**src/rtl/div_sequencer.sv**
```systemverilog
// Multi-cycle 32-bit integer divider for DIV/DIVU/REM/REMU: restoring radix-2, one bit per cycle.
// Divide-by-zero and signed overflow bypass the iteration and finish one cycle after the start.
module div_sequencer (
  input  logic        clk,
  input  logic        rst,
  input  logic        start,
  input  logic [1:0]  op,
  input  logic [31:0] a,
  input  logic [31:0] b,
  output logic        stall_EX,
  output logic        busy,
  output logic        done,
  output logic [31:0] result
);

  typedef enum logic [1:0] {
    StIdle,
    StCalc,
    StDone
  } state_e;

  state_e      state_q, state_d;
  logic [4:0]  cnt_q;
  logic [31:0] quot_q;      // dividend bits shift out of the top, quotient bits shift in below
  logic [31:0] rem_q;
  logic [31:0] divisor_q;
  logic        rem_sel_q;   // 1: REM/REMU, 0: DIV/DIVU
  logic        neg_quot_q;
  logic        neg_rem_q;
  logic [31:0] result_q;

  logic        accept;
  logic        signed_op;
  logic        a_neg;
  logic        b_neg;
  logic [31:0] a_mag;
  logic [31:0] b_mag;
  logic        div_zero;
  logic        overflow;
  logic [32:0] rem_shift;
  logic        rem_ge;
  logic [31:0] rem_sub;
  logic [31:0] rem_next;
  logic [31:0] quot_next;
  logic [31:0] quot_fix;
  logic [31:0] rem_fix;
  logic [31:0] res_fix;

  // Operand preparation for a new request
  always_comb begin
    accept    = (state_q == StIdle) && start;
    signed_op = ~op[0];
    a_neg     = signed_op & a[31];
    b_neg     = signed_op & b[31];
    a_mag     = a_neg ? (~a + 32'd1) : a;
    b_mag     = b_neg ? (~b + 32'd1) : b;
    div_zero  = (b == 32'd0);
    overflow  = signed_op && (a == 32'h8000_0000) && (b == 32'hFFFF_FFFF);
  end

  // One restoring iteration
  always_comb begin
    rem_shift = {rem_q, quot_q[31]};
    rem_ge    = (rem_shift >= {1'b0, divisor_q});
    // The true difference is below 2^32 whenever it is used, so 32 bits suffice
    rem_sub   = rem_shift[31:0] - divisor_q;
    rem_next  = rem_ge ? rem_sub : rem_shift[31:0];
    quot_next = {quot_q[30:0], rem_ge};
  end

  // Sign fix-up and result select
  always_comb begin
    quot_fix = neg_quot_q ? (~quot_q + 32'd1) : quot_q;
    rem_fix  = neg_rem_q ? (~rem_q + 32'd1) : rem_q;
    res_fix  = rem_sel_q ? rem_fix : quot_fix;
  end

  always_comb begin
    state_d  = state_q;
    stall_EX = 1'b0;
    busy     = 1'b0;
    done     = 1'b0;
    unique case (state_q)
      StIdle: begin
        stall_EX = start;
        if (start) begin
          state_d = (div_zero || overflow) ? StDone : StCalc;
        end
      end
      StCalc: begin
        stall_EX = 1'b1;
        busy     = 1'b1;
        if (cnt_q == 5'd31) begin
          state_d = StDone;
        end
      end
      StDone: begin
        done    = 1'b1;
        state_d = StIdle;
      end
      default: state_d = StIdle;
    endcase
  end

  // Present the fixed-up value in the done cycle itself, then hold it
  assign result = (state_q == StDone) ? res_fix : result_q;

  always_ff @(posedge clk or posedge rst) begin
    if (rst) begin
      state_q <= StIdle;
    end else begin
      state_q <= state_d;
    end
  end

  always_ff @(posedge clk or posedge rst) begin
    if (rst) begin
      cnt_q      <= 5'd0;
      quot_q     <= 32'd0;
      rem_q      <= 32'd0;
      divisor_q  <= 32'd0;
      rem_sel_q  <= 1'b0;
      neg_quot_q <= 1'b0;
      neg_rem_q  <= 1'b0;
      result_q   <= 32'd0;
    end else begin
      if (accept) begin
        cnt_q     <= 5'd0;
        rem_sel_q <= op[1];
        divisor_q <= b_mag;
        if (div_zero) begin
          quot_q     <= 32'hFFFF_FFFF;
          rem_q      <= a;
          neg_quot_q <= 1'b0;
          neg_rem_q  <= 1'b0;
        end else if (overflow) begin
          quot_q     <= 32'h8000_0000;
          rem_q      <= 32'd0;
          neg_quot_q <= 1'b0;
          neg_rem_q  <= 1'b0;
        end else begin
          quot_q     <= a_mag;
          rem_q      <= 32'd0;
          neg_quot_q <= a_neg ^ b_neg;
          neg_rem_q  <= a_neg;
        end
      end else if (state_q == StCalc) begin
        quot_q <= quot_next;
        rem_q  <= rem_next;
        cnt_q  <= cnt_q + 5'd1;
      end else if (state_q == StDone) begin
        result_q <= res_fix;
      end
    end
  end

endmodule

```
**config.mk**
```make
export PLATFORM = sky130hd
export DESIGN_NAME = div_sequencer
export DESIGN_NICKNAME = d
export VERILOG_FILES = /design/src/rtl/div_sequencer.sv
export SDC_FILE = /design/constraint.sdc
export NUM_CORES = 1
export LEC_CHECK = 0
export CAP_MARGIN = 20
export CORE_MARGIN = 2
export CORE_UTILIZATION = 32
export CTS_CLUSTER_SIZE = 14
export DETAILED_ROUTE_END_ITERATION = 8
export GPL_TIMING_DRIVEN = 0
export MAX_ROUTING_LAYER = met4
export PLACE_DENSITY = 0.53
export RECOVER_POWER = 50
export SYNTH_ARGS = -nofsm -noshare
export SYNTH_HDL_FRONTEND = slang
export SYNTH_SLANG_ARGS = --single-unit
```
**constraint.sdc**
```tcl
create_clock -name clk -period 6.5 [get_ports clk]
set_input_delay 1.3 -clock clk [delete_from_list [all_inputs] [get_ports clk]]
set_output_delay 1.3 -clock clk [all_outputs]
set_load 0.03 [all_outputs]
```
==> reports/qor.tcl <==
set qor(outcome) {finished with violations}
set qor(failed_checks) {max-capacitance violations, max-slew violations}
set qor(final_worst_path_setup_slack_ns) 0.103
set qor(post_layout_nonfiller_instances) 1944
set qor(drt-vias-per-instance) 5.31
set qor(synthMostInstantiatedCell) {o21ai_0}
set qor(gp_congestion) 0.955
set qor(number_of_warnings_issued_by_yosys) 0
set qor(finalWorstPathRequiredPeriod_ns) 6.40
set qor(hold_violations) 0
set qor(synth.cell_area_sq_um) 10900
set qor(layout-drive-gt1-share_pct) 5.15
set qor(insertion_delay_ns) 0.44
set qor(die_h_microns) 189
set qor(grt_start_max_net_pins) 81
set qor(dp_cells) 1913
set qor(synthFlopType) {dfrtp_1}
set qor(power.share.clock_pct) 12.6
set qor(sequential_share_of_power_pct) 24.0
set qor(synth_enable_flop_cells) 0
set qor(detailed_place_hpwl_mm) 30.9
set qor(grt_pass1_wl_mm) 59.2
set qor(critical_path.max_fanout) 10
set qor(initial_utilization_pct) 32.5
set qor(clk_pin_slew_worst_paths_ns) 0.06
set qor(grt_pass1_vias) 10100
set qor(power_frac_comb_pct) 63.4
set qor(num-nets-final) 1593
set qor(antenna_cells) 0
set qor(detail_route.wl_per_cell_microns) 19.9
set qor(htreeDepth) 4
set qor(ys_top_cells_by_area) {dfrtp_1 32%, o21ai_0 8.7%, xnor2_1 7.9%, nand2_1 5.5%, a21oi_1 4.6%}
set qor(async_flop_share_pct) 100
set qor(tightestPinTransition_ns) 2.71
set qor(design.core.area_sq_um) 33500
set qor(cts_hold_repair.buffers) 0
set qor(detailroute.via_count) 10300
set qor(max-vdd-ir-drop_mv) 0.277
set qor(gr-total-overflow) 0
set qor(drcViolationCount) 0
set qor(final_wirelength_mm) 38.7
set qor(grt_util_all_layers_pct) 22.4
set qor(sequence_of_cells_on_the_critical_path) {clkdlybuf4s50_1 > nor2_1 > or2_2 > clkbuf_1 > clkinvlp_4 > nand2_1 > clkinv_1 > clkbuf_1 > clkdlybuf4s50_1}
set qor(power_density_over_the_cells_nw_per_um2) 571
set qor(fillerInstances) 3523
set qor(power.switching_fraction_pct) 49.1
set qor(tritoncts_num_sinks) 138
set qor(pins_over_slew_limit) 141
set qor(post-cts-setup-buffers) 0
set qor(netlist_top_cells_count) {190 x o21ai_0, 159 x nand2_1, 138 x dfrtp_1, 108 x nor2_1, 100 x a21oi_1}
set qor(synthDominantCellAreaShare_pct) 31.7
set qor(post_synth.cell_area_avg_sq_um) 8.01
set qor(unrepaired_setup_endpoints_after_global_routing) {false}
set qor(clk_root_buffer_cell) {clkbuf_16}
set qor(post_synth_num_cell_types) 70
set qor(cp-end-kind) {output port}
set qor(numCtsBuffers) 17
set qor(max-slew-margin-rel_pct) -81.5
set qor(drtAntennaViolNets) 0
set qor(layout.area.seq_sq_um) 3450
set qor(clock_skew_ns) 0.0121
set qor(switchingPower_mw) 3.65
set qor(max_stage_delay_ns) 0.72
set qor(buffer_ports.inserted) 103
set qor(timing.critical_path.arrival_ns) 5.10
set qor(synth-seq-cells) 138
set qor(ys_seq_area_share_pct) 31.7
set qor(die_x_microns) 189
set qor(rows) 67
set qor(initialDrtViolationCount) 626
set qor(power.static_leakage_nw) 5.23
set qor(setup.worst_path.start_class) {input pin}
set qor(antenna_found_initial) 0
set qor(synthToLayoutAreaGrowth_pct) 19.4
set qor(design.die.area_sq_um) 35600
set qor(synthCells) 1361
set qor(cts_tree) {yes}
set qor(critical_path.n_buffers_inverters) 6
set qor(maxCapViolations) 2
set qor(synth_nets) 1470
set qor(first_pass_iters) 5
set qor(multi_input_area_sq_um) 6850
set qor(critPathTopFamily) {buffers and inverters}
set qor(post-place-ws_ns) 0.0778
set qor(min-delay-path-class) {reg2reg}
set qor(cts.path.max_buffers) 2
set qor(worst_path_required_time_ns) 5.20
set qor(worst_path_max_delay_cell) {clkdlybuf4s50_1}
set qor(ports_placed_on_the_boundary) 104
set qor(setup-violations-final) 0
set qor(criticalPathCategory) {in2out}
set qor(final_min_period_over_clock_period_pct) 98.4
set qor(maxClockFrequency_mhz) 156
set qor(synth.largest_area_cell) {dfrtp_1}
set qor(internal_power_mw) 3.79
## worst min-delay path: stages, from the launching register on
cell     delay, ns
dfrtp_1       0.32
nand2_1       0.05
o21ai_0       0.06
## layout make-up
type                       count  share of cell area [%]
buffer                        76                    2.76
timing repair buffer         104                    7.95
sequential                   138                    26.5
clock buffer                  19                    3.48
multi-input combinational   1092                    52.6
clock inverter                12                   0.778
inverter                      55                    1.62
tap                          448                    4.30
## path summary, 6_finish.rpt
check / startpoint / endpoint / slack, ns / cells after the start
min: result_q[28] / result_q[28] / 0.47 / 2
max: start / busy / 0.10 / 9
min in group asynchronous: rst / result_q[1] / 2.07 / 2
min reg2reg: result_q[28] / result_q[28] / 0.47 / 2
max in group asynchronous: rst / divisor_q[22] / 1.44 / 3
max reg2reg: rem_q[3] / rem_q[22] / 2.49 / 12
## power by group through the flow
stage	Sequential (mW)	Clock, mW	Combinational, mW
finish	1.79	0.941	4.71
global route	1.84	0.993	5.28
CTS	1.78	0.956	4.72
detailed placement	1.79	0	4.70
global placement	1.78	0	4.67
floorplan	1.56	0	3.60
## flip-flops by register name (all words and copies together), names as in the netlist
signal and flops:
rem_q 32, result_q 32, neg_rem_q 1, neg_quot_q 1, rem_sel_q 1, state_q 2
divisor_q 32, quot_q 32, cnt_q 5
## through the flow
| stage | area, sq um | utilization, % | hold WS, ns | TNS [ns] | power, mW |
|---|---|---|---|---|---|
| finish | 13000 | 38.9 | 0.469 | 0 | 7.44 |
| global route | 13000 | 38.9 | 0.488 | 0 | 8.11 |
| CTS | 13100 | 39.0 | 0.472 | 0 | 7.45 |
| detailed placement | 12500 | 37.4 | 0.459 | 0 | 6.49 |
| global placement | 12500 | 37.3 | 0.450 | -108.31 | 6.46 |
| floorplan | 10900 | - | 0.439 | 0 | 5.15 |
## logic make-up after synthesis
logic type,share of synthesized area [%]
flip-flops,31.7
multiplexers,2.58
AO/OA/AOI/OAI,26.2
AND/OR/NAND/NOR,18.1
XOR/XNOR,11.6
buffers and inverters,5.25
adder cells (fa/ha/maj),4.66
## metal layers
metal  routed length [microns]  share of wire [%]  track usage, %
met2                     18300                 47            36.7
met3                      1880                4.9            2.61
met4                      1080                2.8            8.44
met1                     17400                 45            28.4
met5                         0                  0               -
## cell usage in the layout, fill, tap and decap left out, types with 6 or more instances in the layout
cell type        Yosys  final
nand2b_1            12     12
buf_2               10     10
nor2b_1              6      6
o21ai_0            190    190
dfrtp_1            138    138
clkdlybuf4s50_1      0    101
inv_1               53     52
o22ai_1              6      6
and2_1              11     11
and3_1               6      6
o41ai_1             14     15
a211oi_1            12     12
or2_2                6      6
nand3_1             21     21
nand4_1             12     12
a21o_1              15     15
clkbuf_1            51     52
clkbuf_16            0     17
a221oi_1            16     16
o211ai_1             7      7
or3_1               12     13
a31oi_1             13     13
nor3_1              24     24
xor2_1              45     45
o21a_1               9      9
xnor2_1             99     99
mux2i_1             27     27
nand2_1            159    159
a21oi_1            100    100
nor2_1             108    108
nor4_1               8      8
or4_1               11     12
o31ai_1             25     25
ha_1                39     39
clkinvlp_4           0      6
a22oi_1             21     21
## timing repair
item,in CTS,in global routing
resized for setup,0,1
endpoints found under the setup margin,0,1
endpoints found under the hold margin,0,0
(Power assumes the default switching activity.)
==> edit 1, RTL diff (config.mk and constraints unchanged) <==
Reset style: synchronous (`rst`), changed in 2 clocked blocks.
--- a/src/rtl/div_sequencer.sv
+++ b/src/rtl/div_sequencer.sv
@@ -106,5 +106,5 @@
   assign result = (state_q == StDone) ? res_fix : result_q;
 
-  always_ff @(posedge clk or posedge rst) begin
+  always_ff @(posedge clk) begin
     if (rst) begin
       state_q <= StIdle;
@@ -114,5 +114,5 @@
   end
 
-  always_ff @(posedge clk or posedge rst) begin
+  always_ff @(posedge clk) begin
     if (rst) begin
       cnt_q      <= 5'd0;
Behaviour: differs if rst is asserted again (counterexample within 4 cycles, from zero or initial values and one cycle with rst high); with rst held inactive, the same outputs for 10 cycles.
==> edit 1 against the unedited design <==
- maximum frequency is 12% higher
- count of clock-buffer cells in the layout is 3 higher
- synthesized cell count rose by 4.8%
- wire length grew 7.1%
- register-to-register slack better by 210 ps
- sequential cell count stayed put
- power down 37%
- synthesized area fell by 2.1%
- cell area shrank 1.9%
- setup slack improved by 670 ps
- critical endpoint is now stall_EX
==> edit 1: results <==
<?xml version="1.0" encoding="UTF-8"?>
<metrics>
  <group name="routing">
    <metric name="drt-vias-per-instance" unit="">5.59</metric>
    <metric name="dr_total_vias" unit="">11200</metric>
    <metric name="wl_per_cell" unit="um">20.7</metric>
    <metric name="first_pass_iters" unit="">6</metric>
    <metric name="drt_iter0_drc" unit="">881</metric>
  </group>
  <group name="global_route">
    <metric name="grt_pass1_vias" unit="">10500</metric>
    <metric name="grt_start_max_net_pins" unit="">17</metric>
    <metric name="grt_usage" unit="%">23.8</metric>
    <metric name="grt_pass1_wl" unit="um">62700</metric>
  </group>
  <group name="synth">
    <metric name="post_synth_num_cell_types" unit="">76</metric>
    <metric name="complex_gate_fraction_of_the_synthesized_area" unit="%">27.6</metric>
    <metric name="synth_xor_xnor_area_share" unit="%">11.4</metric>
    <metric name="synth_top_cells_by_area" unit="">sky130_fd_sc_hd__dfxtp_1, sky130_fd_sc_hd__a21oi_1, sky130_fd_sc_hd__xnor2_1</metric>
    <metric name="synth.cells.most_frequent" unit="">sky130_fd_sc_hd__nand2_1, sky130_fd_sc_hd__dfxtp_1, sky130_fd_sc_hd__nor2_1</metric>
    <metric name="async_reset_ff_share" unit="%">0</metric>
    <metric name="synth_cells" unit="">1427</metric>
    <metric name="synth_flop_cell" unit="">sky130_fd_sc_hd__dfxtp_1</metric>
    <metric name="number_of_nets_in_the_synthesized_netlist" unit="">1536</metric>
    <metric name="yosysSeqAreaShare" unit="%">25.9</metric>
    <metric name="synth_mux_area_share" unit="%">2.36</metric>
    <metric name="synth-adder-area-share" unit="%">4.76</metric>
  </group>
  <group name="clocking">
    <metric name="cts-root-to-sink-buffers" unit="">2</metric>
    <metric name="insertion_delay" unit="ps">440</metric>
  </group>
  <group name="sta">
    <metric name="skew" unit="ps">13.4</metric>
    <metric name="headroom_to_the_max_slew_limit" unit="%">31.3</metric>
  </group>
  <group name="placement">
    <metric name="post-place-ws" unit="ps">928</metric>
    <metric name="numPortBuffers" unit="">101</metric>
    <metric name="place_inst" unit="">1970</metric>
    <metric name="detailed_place_hpwl" unit="um">32800</metric>
    <metric name="place_congestion" unit="">0.964</metric>
  </group>
  <group name="finish">
    <metric name="nFillCells" unit="">3472</metric>
    <metric name="final_layout_size_suffix_gt1_share" unit="%">3.78</metric>
    <metric name="layout.nets" unit="">1656</metric>
    <metric name="antenna_cells" unit="">0</metric>
  </group>
  <group name="status">
    <metric name="status" unit="">finished clean</metric>
  </group>
  <group name="pwr">
    <metric name="power.ir.vdd_worst" unit="uV">207</metric>
    <metric name="p_leak" unit="nW">4.64</metric>
  </group>
  <group name="setup_path">
    <metric name="critPathMaxStageDelay" unit="ps">780</metric>
    <metric name="data_arrival_critical_path" unit="ps">4430</metric>
  </group>
</metrics>
==> edit 1: where the power goes <==
part / total [mW] / switching [mW] / internal [mW]
registers: 1.19 / 0.230 / 0.961
logic: 2.44 / 1.45 / 0.985
clock network: 1.07 / 0.409 / 0.665
total: 4.70 / 2.09 / 2.61
==> edit 1: per-stage QoR <==
stage                     hold WS (ps)  instance area [um^2]  power [mW]
after floorplan                    432                 10700        2.87
after global routing               469                 12800        4.99
after CTS                          452                 12900        4.67
after global placement             439                 12200        3.59
after detailed placement           444                 12200        3.59
final                              456                 12800        4.70
==> edit 1: routing by layer <==
layer  global-route usage (%)  vias up  wire, um
li1                         -     5423         -
met1                     30.4     5235     18200
met2                     38.7      461     19100
met3                     2.90       81      2810
met4                     8.36        0      1280
met5                        -        -         0
==> edit 1: layout make-up <==
| class | count | share of cell area, % |
|---|---|---|
| flip-flops and latches | 138 | 21.6 |
| repair buffers | 101 | 7.91 |
| clock inverters | 10 | 1.29 |
| inverters | 65 | 1.91 |
| well taps | 442 | 4.33 |
| clock buffers | 22 | 3.63 |
| plain buffers | 95 | 2.96 |
| multi-input cells | 1129 | 56.4 |
==> edit 1: final timing paths <==
path / endpoint / from / depth (start not counted) / slack (ps)
setup / recovery: stall_EX / start / 8 / 770
hold reg to reg: quot_q[31] / quot_q[31] / 2 / 460
setup reg to reg: rem_q[20] / rem_q[18] / 13 / 2700
hold / removal: quot_q[31] / quot_q[31] / 2 / 460
==> edit 1: cells by family after synthesis <==
kind of cell    after synthesis
mux                          24
compound gates              447
fa+ha+maj                    40
flops                       138
simple gates                479
buf+inv                     160
xor+xnor                    139
==> edit 1: worst reg2reg max path, stage by stage (launching register included) <==
cell and delay (ps):
sky130_fd_sc_hd__dfxtp_1 650, sky130_fd_sc_hd__ha_1 320, sky130_fd_sc_hd__clkbuf_1 190, sky130_fd_sc_hd__nand2_1 120, sky130_fd_sc_hd__o21ai_0 160, sky130_fd_sc_hd__a2111oi_0 590, sky130_fd_sc_hd__or2_2 220, sky130_fd_sc_hd__a41oi_1 120
sky130_fd_sc_hd__a21oi_2 340, sky130_fd_sc_hd__buf_4 290, sky130_fd_sc_hd__buf_4 250, sky130_fd_sc_hd__mux2i_1 220, sky130_fd_sc_hd__o21ai_0 90, sky130_fd_sc_hd__o211a_1 150
==> edit 2, RTL diff (config.mk and constraints unchanged) <==
Made on the original files. The 3 states of `state_e` get a one-hot encoding in 3 bits.
--- a/src/rtl/div_sequencer.sv
+++ b/src/rtl/div_sequencer.sv
@@ -14,8 +14,8 @@
 );
 
-  typedef enum logic [1:0] {
-    StIdle,
-    StCalc,
-    StDone
+  typedef enum logic [2:0] {
+    StIdle = 3'b001,
+    StCalc = 3'b010,
+    StDone = 3'b100
   } state_e;
 
Formal check against the unedited RTL: no difference found for any inputs over 10 cycles, from zero or initial values and one cycle with rst high; not proved beyond that.
==> edit 2 against the unedited design <==
- the flow still finishes with violations (max-capacitance violations, max-slew violations)
- global-route usage fell by 0.065 points
- wire length down 0.95%
- combinational power fell by 19%
- hold slack got worse by 1.2 ps
- die area down 1.2%
- critical path depth increased by 1
- non-clock buffer count up 1
- setup slack improved by 750 ps
- sequential cell count grew 1
- cell area down 0.83%
- power fell by 14%
- synthesized area shrank 1.3%
- critical endpoint is now result[29]
==> edit 2: results <==
<?xml version="1.0" encoding="UTF-8"?>
<metrics>
  <group name="synth">
    <metric name="synth-adder-area-share" unit="%">4.72</metric>
    <metric name="synth_cells" unit="">1388</metric>
    <metric name="synth_xor_xnor_area_share" unit="%">11.9</metric>
    <metric name="post_synth_num_cell_types" unit="">63</metric>
  </group>
  <group name="pwr">
    <metric name="power.ir.vdd_worst" unit="uV">224</metric>
    <metric name="cell_internal_pwr" unit="mW">3.22</metric>
    <metric name="p_leak" unit="nW">5.34</metric>
  </group>
  <group name="routing">
    <metric name="drt_iter0_drc" unit="">776</metric>
    <metric name="drt-total-wl" unit="um">38300</metric>
    <metric name="dr_total_vias" unit="">10600</metric>
    <metric name="drt-vias-per-instance" unit="">5.37</metric>
  </group>
  <group name="finish">
    <metric name="layout.nets" unit="">1620</metric>
    <metric name="fraction_of_area_in_multi_input_gates" unit="%">52.6</metric>
    <metric name="register_area" unit="mm^2">0.00348</metric>
    <metric name="multi_input_cells" unit="">1119</metric>
    <metric name="finalInstanceArea" unit="mm^2">0.0129</metric>
  </group>
  <group name="status">
    <metric name="failed_checks" unit="">max-capacitance violations, max-slew violations</metric>
    <metric name="status" unit="">complete, but fails checks</metric>
  </group>
  <group name="global_route">
    <metric name="grt_start_max_net_pins" unit="">74</metric>
  </group>
  <group name="placement">
    <metric name="postPlaceCellArea" unit="mm^2">0.0124</metric>
    <metric name="detailed_place_hpwl" unit="um">30400</metric>
    <metric name="place_congestion" unit="">0.916</metric>
    <metric name="place_inst" unit="">1939</metric>
  </group>
  <group name="flow_run">
    <metric name="cap_violations" unit="">2</metric>
  </group>
  <group name="setup_path">
    <metric name="critPathMaxStageDelay" unit="ps">700</metric>
    <metric name="timing.critical_path.max_delay_family" unit="">simple AND/OR/NAND/NOR gates</metric>
  </group>
  <group name="sta">
    <metric name="drv_slew" unit="">142</metric>
  </group>
</metrics>
## edit 2: cell count changes in the layout (fill, tap and decap cells not counted), sizes merged, moves of 11 or more
cell / delta
a221oi: -15
nand2: +35
clkbuf: +18
nand3: -13
a21oi: +18
a31oi: +17
buf: -11
xnor2: -18
xor2: +20
## edit 2: layer usage
layer  wire length, um  track usage (%)
met1             17200             28.5
met2             18200             37.3
met3              1960             2.89
met4               870             6.03
met5                 0                -
## edit 2: worst paths after layout
check	from	endpoint	slack (ps)	cells past startpoint
worst max-delay path	rem_q[18]	result[29]	850	10
worst min-delay path	result_q[10]	result_q[10]	470	2
worst max register to register	quot_q[31]	rem_q[30]	2080	12
worst min register to register	result_q[10]	result_q[10]	470	2
max in group asynchronous	rst	divisor_q[31]	1370	3
min in group asynchronous	rst	result_q[1]	2230	2
